### src/rtl/eth_rmon_pkg.sv
// Shared RMON read-port constants and scheduler state encoding.
package eth_rmon_pkg;
  localparam int RMON_ADDR_W = 6;
  localparam int RMON_DATA_W = 32;
  localparam int TMO_CNT_W   = 16;

  typedef enum logic [1:0] {
    IDLE    = 2'd0,
    APPLY   = 2'd1,
    RELEASE = 2'd2
  } rmon_sched_state_t;
endpackage

### src/rtl/rmon_rd_sched_rr_arbiter.sv
// Combinational round-robin pick: first set request above 'last', wrapping to 0.
module rr_arbiter #(
  parameter int NUM_REQ = 2,
  parameter int ID_W    = 1
) (
  input  logic [NUM_REQ-1:0] req,
  input  logic [ID_W-1:0]    last,
  output logic [NUM_REQ-1:0] grant,
  output logic [ID_W-1:0]    idx
);
  logic found;

  always_comb begin
    grant = '0;
    idx   = '0;
    found = 1'b0;
    for (int i = 0; i < NUM_REQ; i++) begin
      if (!found && req[i] && (i > int'(last))) begin
        grant[i] = 1'b1;
        idx      = ID_W'(i);
        found    = 1'b1;
      end
    end
    // Wrap-around pass covers requesters at or below the previous winner.
    for (int i = 0; i < NUM_REQ; i++) begin
      if (!found && req[i] && (i <= int'(last))) begin
        grant[i] = 1'b1;
        idx      = ID_W'(i);
        found    = 1'b1;
      end
    end
  end
endmodule

### src/rtl/rmon_rd_sched.sv
// Round-robin scheduler for the single RMON read port; one read in flight, apply 1 cycle after request,
// response 1 cycle after grant, requests ignored while busy. RMON_RD_TIMEOUT_EN adds an APPLY watchdog.
module rmon_rd_sched
  import eth_rmon_pkg::*;
#(
  parameter int NUM_REQ        = 2,
  parameter int ID_W           = (NUM_REQ > 1) ? $clog2(NUM_REQ) : 1,
  parameter int TIMEOUT_CYCLES = 1024
) (
  input  logic                           aclk,
  input  logic                           Reset,
  input  logic [NUM_REQ-1:0]             req_valid,
  input  logic [RMON_ADDR_W*NUM_REQ-1:0] req_addr,
  output logic [NUM_REQ-1:0]             req_ready,
  output logic                           rsp_valid,
  output logic [ID_W-1:0]                rsp_id,
  output logic [RMON_DATA_W-1:0]         rsp_data,
  output logic                           rsp_err,
  output logic                           busy,
  output logic [RMON_ADDR_W-1:0]         CPU_rd_addr,
  output logic                           CPU_rd_apply,
  input  logic                           CPU_rd_grant,
  input  logic [RMON_DATA_W-1:0]         CPU_rd_dout
);
  if (NUM_REQ < 2 || NUM_REQ > 8 || ID_W < $clog2(NUM_REQ) ||
      TIMEOUT_CYCLES < 1 || TIMEOUT_CYCLES > 65535) begin : g_param_check
    $error("rmon_rd_sched: unsupported parameter set");
  end

  rmon_sched_state_t state, state_d;

  logic [ID_W-1:0]        last, last_d;
  logic [ID_W-1:0]        cur_id, cur_id_d;
  logic [RMON_ADDR_W-1:0] addr_d;
  logic                   apply_d;
  logic [NUM_REQ-1:0]     ready_d;
  logic                   rsp_valid_d;
  logic [ID_W-1:0]        rsp_id_d;
  logic [RMON_DATA_W-1:0] rsp_data_d;
  logic                   busy_d;

  logic [NUM_REQ-1:0]     win_onehot;
  logic [ID_W-1:0]        win_idx;

`ifdef RMON_RD_TIMEOUT_EN
  localparam logic [TMO_CNT_W-1:0] TMO_LAST = TMO_CNT_W'(TIMEOUT_CYCLES - 1);
  logic [TMO_CNT_W-1:0] tmo_cnt, tmo_cnt_d;
  logic                 rsp_err_d;
`endif

  rr_arbiter #(
    .NUM_REQ (NUM_REQ),
    .ID_W    (ID_W)
  ) u_arb (
    .req   (req_valid),
    .last  (last),
    .grant (win_onehot),
    .idx   (win_idx)
  );

  always_ff @(posedge aclk or posedge Reset) begin
    if (Reset) state <= IDLE;
    else       state <= state_d;
  end

  always_comb begin
    state_d     = state;
    last_d      = last;
    cur_id_d    = cur_id;
    addr_d      = CPU_rd_addr;
    apply_d     = CPU_rd_apply;
    ready_d     = '0;
    rsp_valid_d = 1'b0;
    rsp_id_d    = rsp_id;
    rsp_data_d  = rsp_data;
`ifdef RMON_RD_TIMEOUT_EN
    tmo_cnt_d   = tmo_cnt;
    rsp_err_d   = rsp_err;
`endif
    unique case (state)
      IDLE: begin
        if (|req_valid) begin
          state_d  = APPLY;
          last_d   = win_idx;
          cur_id_d = win_idx;
          addr_d   = req_addr[int'(win_idx)*RMON_ADDR_W +: RMON_ADDR_W];
          apply_d  = 1'b1;
          ready_d  = win_onehot;
`ifdef RMON_RD_TIMEOUT_EN
          tmo_cnt_d = '0;
`endif
        end
      end
      APPLY: begin
        if (CPU_rd_grant) begin
          state_d     = RELEASE;
          apply_d     = 1'b0;
          rsp_valid_d = 1'b1;
          rsp_id_d    = cur_id;
          rsp_data_d  = CPU_rd_dout;
`ifdef RMON_RD_TIMEOUT_EN
          rsp_err_d   = 1'b0;
        end else if (tmo_cnt == TMO_LAST) begin
          state_d     = RELEASE;
          apply_d     = 1'b0;
          rsp_valid_d = 1'b1;
          rsp_id_d    = cur_id;
          rsp_data_d  = '0;
          rsp_err_d   = 1'b1;
        end else begin
          tmo_cnt_d = tmo_cnt + 1'b1;
`endif
        end
      end
      RELEASE: begin
        // Hold off the next issue until RMON drops the previous grant.
        if (!CPU_rd_grant) state_d = IDLE;
      end
      default: state_d = IDLE;
    endcase
    busy_d = (state_d != IDLE);
  end

  always_ff @(posedge aclk or posedge Reset) begin
    if (Reset) begin
      last         <= ID_W'(NUM_REQ - 1);
      cur_id       <= '0;
      CPU_rd_addr  <= '0;
      CPU_rd_apply <= 1'b0;
      req_ready    <= '0;
      rsp_valid    <= 1'b0;
      rsp_id       <= '0;
      rsp_data     <= '0;
      busy         <= 1'b0;
    end else begin
      last         <= last_d;
      cur_id       <= cur_id_d;
      CPU_rd_addr  <= addr_d;
      CPU_rd_apply <= apply_d;
      req_ready    <= ready_d;
      rsp_valid    <= rsp_valid_d;
      rsp_id       <= rsp_id_d;
      rsp_data     <= rsp_data_d;
      busy         <= busy_d;
    end
  end

`ifdef RMON_RD_TIMEOUT_EN
  always_ff @(posedge aclk or posedge Reset) begin
    if (Reset) begin
      tmo_cnt <= '0;
      rsp_err <= 1'b0;
    end else begin
      tmo_cnt <= tmo_cnt_d;
      rsp_err <= rsp_err_d;
    end
  end
`else
  assign rsp_err = 1'b0;
`endif
endmodule

### config.mk
export PLATFORM = sky130hd
export DESIGN_NAME = rmon_rd_sched
export DESIGN_NICKNAME = d
export VERILOG_FILES = /design/src/rtl/eth_rmon_pkg.sv /design/src/rtl/rmon_rd_sched_rr_arbiter.sv /design/src/rtl/rmon_rd_sched.sv
export SDC_FILE = /design/constraint.sdc
export NUM_CORES = 1
export LEC_CHECK = 0
export ABC_CLOCK_PERIOD_IN_PS = 2250
export CAP_MARGIN = 20
export CORE_ASPECT_RATIO = 2
export CORE_UTILIZATION = 43
export DETAILED_ROUTE_END_ITERATION = 8
export GPL_ROUTABILITY_DRIVEN = 0
export PLACE_DENSITY = 0.91
export SYNTH_ARGS = -nofsm -noshare
export SYNTH_HDL_FRONTEND = slang
export SYNTH_SLANG_ARGS = --single-unit
### constraint.sdc
create_clock -name aclk -period 2.25 [get_ports aclk]
set_input_delay 0.45 -clock aclk [delete_from_list [all_inputs] [get_ports aclk]]
set_output_delay 0.45 -clock aclk [all_outputs]
set_load 0.01 [all_outputs]
Yosys cells after proc, flatten, opt, wreduce, memory -nomap -nowiden
Cells that the tools add are included.
{ "totals": {"register_bits": 48, "elab_cells": 48, "out_inout_bits": 45, "inputBits": 49} }
{ "classes": {"multipliers": 1, "mux": 17, "shifts": 1, "reduce_logical": 13, "eq_ne": 4, "n_lt_le_gt_ge": 2} }
{ "op_table": {"columns": ["op", "count"], "rows": [
  ["$shiftx 12x5->6", 1],
  ["$mux 1", 10],
  ["$mux 2", 5],
  ["$pmux 2 s3", 1],
  ["$logic_and 1x1->1", 4],
  ["$ne 2x2->1 const B", 2],
  ["$reduce_and 2->1", 2],
  ["$reduce_bool 2->1", 2],
  ["$mul 1x2->3 const B", 1],
  ["$reduce_and 3->1", 1],
  ["$eq 2x1->1 const B", 1],
  ["$eq 2x2->1 const B", 1],
  ["$logic_not 1->1", 2],
  ["$logic_not 2->1", 1],
  ["$pmux 1 s2", 1],
  ["$reduce_or 2->1", 1],
  ["$gt 1x1->1 const A", 1],
  ["$le 1x1->1 const A", 1]
]} }

Depth between registers and ports, before layout
{ "logic_depth": {"ltp_word": 12, "depth_mapped": 4, "depth_no_buf": 3} }

Cells and area by module
From an unflattened synthesis, not the netlist that was laid out.
{ "hier_totals": {"hier_cells": 122, "area_unflattened_um2": 2023.2} }
{ "modules_own_cells": {"columns": ["mod", "cells_per_inst", "seq_area_each_um2", "n_inst", "area_per_inst_um2"], "rows": [
  ["rmon_rd_sched", 118, 1202.4, 1, 1996.9],
  ["rr_arbiter", 4, 0.0, 1, 26.3]
]} }

Worst setup path before layout
OpenSTA, ideal clock, no wires.
{ "synth_timing": {"path_kind": "register to register", "start": "register last", "end": "register CPU_rd_addr[0]", "path_slack_ps": 822, "stages_incl_launch_ff": 5, "t_arrival_ps": 1303, "path_buffers": 1, "setup_ps": 125, "required_time_ps": 2125, "period_less_slack_ps": 1428, "path_cell_list": "dfstp_2 > a21bo_1 > buf_6 > mux2_4 > mux2_2"} }
{ "synth_via": {"elab_chain_len": 12, "elab_cells_between_ends": 14, "classes_between": "mul (1); order compare (2); shift (1); mux (4); reduce/logical (6)"} }
{ "synth_rtl": {"columns": ["element", "line", "rtl"], "rows": [
  ["from (decl)", "rmon_rd_sched.sv:32", "logic [ID_W-1:0] last, last_d;"],
  ["from (signal assigned)", "rmon_rd_sched.sv:126", "last <= ID_W'(NUM_REQ - 1);"],
  ["from (signal assigned)", "rmon_rd_sched.sv:136", "last <= last_d;"],
  ["$gt 1x1->1", "rmon_rd_sched_rr_arbiter.sv:18", "if (!found && req[i] && (i > int'(last))) begin"],
  ["$logic_and 1x1->1", "rmon_rd_sched_rr_arbiter.sv:18", null],
  ["$mux 1", "rmon_rd_sched_rr_arbiter.sv:18", null],
  ["$logic_not 1->1", "rmon_rd_sched_rr_arbiter.sv:26", "if (!found && req[i] && (i <= int'(last))) begin"],
  ["$logic_and 1x1->1", "rmon_rd_sched_rr_arbiter.sv:26", null],
  ["$mux 1", "rmon_rd_sched_rr_arbiter.sv:26", null],
  ["$logic_not 1->1", "rmon_rd_sched_rr_arbiter.sv:26", null],
  ["$logic_and 1x1->1 (2 in series)", "rmon_rd_sched_rr_arbiter.sv:26", null],
  ["$mux 1 *", "rmon_rd_sched_rr_arbiter.sv:26", null],
  ["$mul 1x2->3 *", "rmon_rd_sched.sv:86", "addr_d = req_addr[int'(win_idx)*RMON_ADDR_W +: RMON_ADDR_W];"],
  ["$shiftx 12x5->6 *", "rmon_rd_sched.sv:86", null],
  ["to (signal assigned)", "rmon_rd_sched.sv:138", "CPU_rd_addr <= addr_d;"],
  ["to (decl)", "rmon_rd_sched.sv:20", "output logic [RMON_ADDR_W-1:0] CPU_rd_addr,"]
]} }
Mark *: on every way between the ends. The rest lies on a longest branch, timed or not.
A chain may end at the register's enable or synchronous reset.

Worst setup path in the final report
{ "layout_timing": {"start": "input req_valid[1]", "end": "register CPU_rd_addr[1]"} }
{ "layout_via": {"elab_chain_len": 11, "elab_cells_between_ends": 14, "classes_between": "mul (1); shift (1); mux (4); reduce/logical (8)"} }
{ "layout_rtl": {"columns": ["element", "line", "rtl"], "rows": [
  ["from (decl)", "rmon_rd_sched.sv:12", "input logic [NUM_REQ-1:0] req_valid,"],
  ["$logic_and 1x1->1", "rmon_rd_sched_rr_arbiter.sv:18", null],
  ["$mux 1", "rmon_rd_sched_rr_arbiter.sv:18", null],
  ["$logic_not 1->1", "rmon_rd_sched_rr_arbiter.sv:26", null],
  ["$logic_and 1x1->1", "rmon_rd_sched_rr_arbiter.sv:26", null],
  ["$mux 1", "rmon_rd_sched_rr_arbiter.sv:26", null],
  ["$logic_not 1->1", "rmon_rd_sched_rr_arbiter.sv:26", null],
  ["$logic_and 1x1->1 (2 in series)", "rmon_rd_sched_rr_arbiter.sv:26", null],
  ["$mux 1", "rmon_rd_sched_rr_arbiter.sv:26", null],
  ["$mul 1x2->3", "rmon_rd_sched.sv:86", null],
  ["$shiftx 12x5->6", "rmon_rd_sched.sv:86", null]
]} }
Several ways; a longest one is shown, not always the timed one.

==> results_dict.tcl <==
set metrics [dict create \
    status "completed" \
    synth_top_area_cell "dfrtp_1" \
    yosysUniqueCellTypes 21 \
    synth_edf_count 0 \
    cpPeakStageDelay_ns 0.47 \
    start_util_pct 45.64 \
    core_sq_mm 0.004129 \
    postCtsHoldBufs 0 \
    arrival_ns 1.96 \
    path_clk_slew_ns 0.08 \
    min_from "cur_id" \
    cts_buffer_depth 2 \
    io_pins 94 \
    startpoint "req_valid[1]" \
    die_h_microns 95.62 \
    placed_area_sq_mm 0.002877 \
    placementRows 33 \
    syn_to_final_growth_pct 59.10 \
    grt_max_degree 35 \
    finClkSkew_ns 0.004509 \
    ys_ff_latch 48 \
    grt_first_pass_wirelength_microns 6361 \
    rsz0062_at_grt "no" \
    vias 1318 \
    setup_viol 0 \
    avgRoutedWirePerCell_microns 14.67 \
    layout_setup_ws_ns 0.4688 \
    drc 0 \
    power_mw 3.974 \
    nets 265 \
    timing.fmax_mhz 561.4 \
    synthCells 120 \
    h-tree-depth 2 \
    worst-path-buf-inv 1 \
    vias_per_cell 4.900 \
    yosys.area_share.simple_pct 2.125 \
    die_area_sq_mm 0.004667 \
    maxCapViolCount 0 \
    path_class "in2reg" \
    cts_resized 0 \
    p_leak_nw 1.297 \
    grtUsageTotal_pct 18.56 \
    cp-end-kind "flop" \
    cts_tree "yes" \
    synth_top_area_share_pct 62.42 \
    clock-sinks 48 \
    synth_common_cells "47 x dfrtp_1, 39 x mux2_2, 6 x mux2_4, 4 x inv_1" \
    antenna_left 0 \
    insertion_delay_ns 0.29 \
    hold_class "reg2reg" \
    wirelength_microns 3947 \
    die_w_microns 48.81 \
    ys_async_sr_fraction_pct 100.0 \
    path_delay_family "multiplexers" \
    cp.required_ns 2.43 \
    yosysSeqAreaShare_pct 63.81 \
    clockRootBuffer "clkbuf_8" \
    cpMaxStageDelayCell "clkdlybuf4s50_1" \
    grt_pass1_vias 1360 \
    drive_gt1_share_pct 26.73 \
    hold_violations 0 \
    yosys.area_share.adder_pct 0 \
    cp_max_fo 7 \
    io_buffers 92 \
    gr-total-overflow 0 \
    first_pass_iters 2 \
    critPathLaunchType "input pin" \
    dp_hpwl_microns 3086 \
    ys.flop_type "dfrtp_1" \
    setup_tns_ns 0 \
    antenna_found_initial 0 \
    timing.rr.start "last" \
    yosys_warnings 0 \
    cts_setup_buffers 0 \
    synth.cell_area_sq_mm 0.001884 \
    dpl_worst_slack_ns 0.1432 \
    crit_path_cell_trace "clkdlybuf4s50_1 -> a21bo_1 -> mux2_4 -> mux2_2" \
    cts_buffers 5 \
    maxSlewViolCount 0 \
    synth_top_family_by_area "multiplexers" \
    design_area_sq_mm 0.002998 \
    irDropWorstVdd_mv 0.9257 \
    synthMuxAreaShare_pct 28.09 \
    power.density_mw_per_mm2 1325 \
    holdWs_ns 0.4821 \
    synth-xor-area-share_pct 0 \
    min_period_ns 1.781 \
    drt_iter0_markers 3 \
    diodes 0 \
    fin_crit_sh_pct 79.16 \
    syn_nets 169 \
    syn_area_per_cell_sq_um 15.70 \
    synth_compound_area_share_pct 3.187 \
    synth.most_common_cell "dfrtp_1" \
    synth_area_leaders "dfrtp_1 62%, mux2_2 23%, mux2_4 4.8%, dfstp_2 1.4%, a21oi_1 0.80%" \
]
[logic make-up (layout without fill, tap and decap cells)]
group           Yosys count  after routing
compound gates            9              9
other cells               1              1
flops                    48             48
simple gates              8              8
buf+inv                   9            106
mux                      45             45
[registers in the layout, indices dropped and copies added (netlist names)]
signal and cells:
req_ready 2, rsp_valid 1, rsp_id 1, CPU_rd_apply 1
CPU_rd_addr 6, last 1, state 2, cur_id 1
busy 1, rsp_data 32
[routing by layer]
metal,GRT usage (%),vias up,part of all wire [%]
met2,35.42,61,58
met5,0,-,0
met1,17.84,646,34
met3,3.987,11,4.9
li1,-,600,-
met4,10.78,0,3.1
[path summary, 6_finish.rpt]
check                                  to  slack, ns  depth (start not counted)
max                        CPU_rd_addr[1]       0.47                          4
min                                cur_id       0.48                          1
max reg2reg                CPU_rd_addr[1]       0.65                          3
min reg2reg                        cur_id       0.48                          1
max in group asynchronous     rsp_data[5]       1.27                          3
min in group asynchronous    rsp_data[19]       0.50                          2
[cell type report]
cell class                 count  area (sq um)
clock inverter                 2         38.79
clock buffer                   6         82.58
sequential                    48          1202
inverter                       4         15.01
multi-input combinational     63         633.1
fill                         285          1131
timing repair buffer          94         960.9
tap                           52         65.06
[layout by cell type (no fill, tap or decap)]
| cell type | n |
|---|---|
| clkdlybuf4s50_1 | 92 |
| a21o_1 | 1 |
| a31oi_1 | 1 |
| inv_1 | 3 |
| conb_1 | 1 |
| dfrtp_1 | 47 |
| mux2_4 | 6 |
| nor3_1 | 1 |
| o21ai_2 | 1 |
| inv_2 | 1 |
| nand2b_1 | 2 |
| bufinv_16 | 1 |
| o211ai_1 | 1 |
| dfstp_2 | 1 |
| nor2_1 | 1 |
| nand3b_1 | 1 |
| a21oi_1 | 3 |
| a21bo_1 | 1 |
| clkinv_4 | 1 |
| clkbuf_8 | 6 |
| mux2_2 | 39 |
| buf_12 | 2 |
| nand2_1 | 3 |
| o21ai_0 | 1 |
[where the power goes]
part	switching [mW]	internal (mW)
Clock	0.268	0.363
Sequential	0.215	1.30
Combinational	0.660	1.17
[stage by stage]
stage	cells	utilization [%]
after global placement	261	69.67
after detailed placement	261	69.67
after CTS	269	72.61
after floorplan	120	-
after global routing	269	72.61
final	269	72.61
No activity file was read; power rests on OpenSTA's default activity.
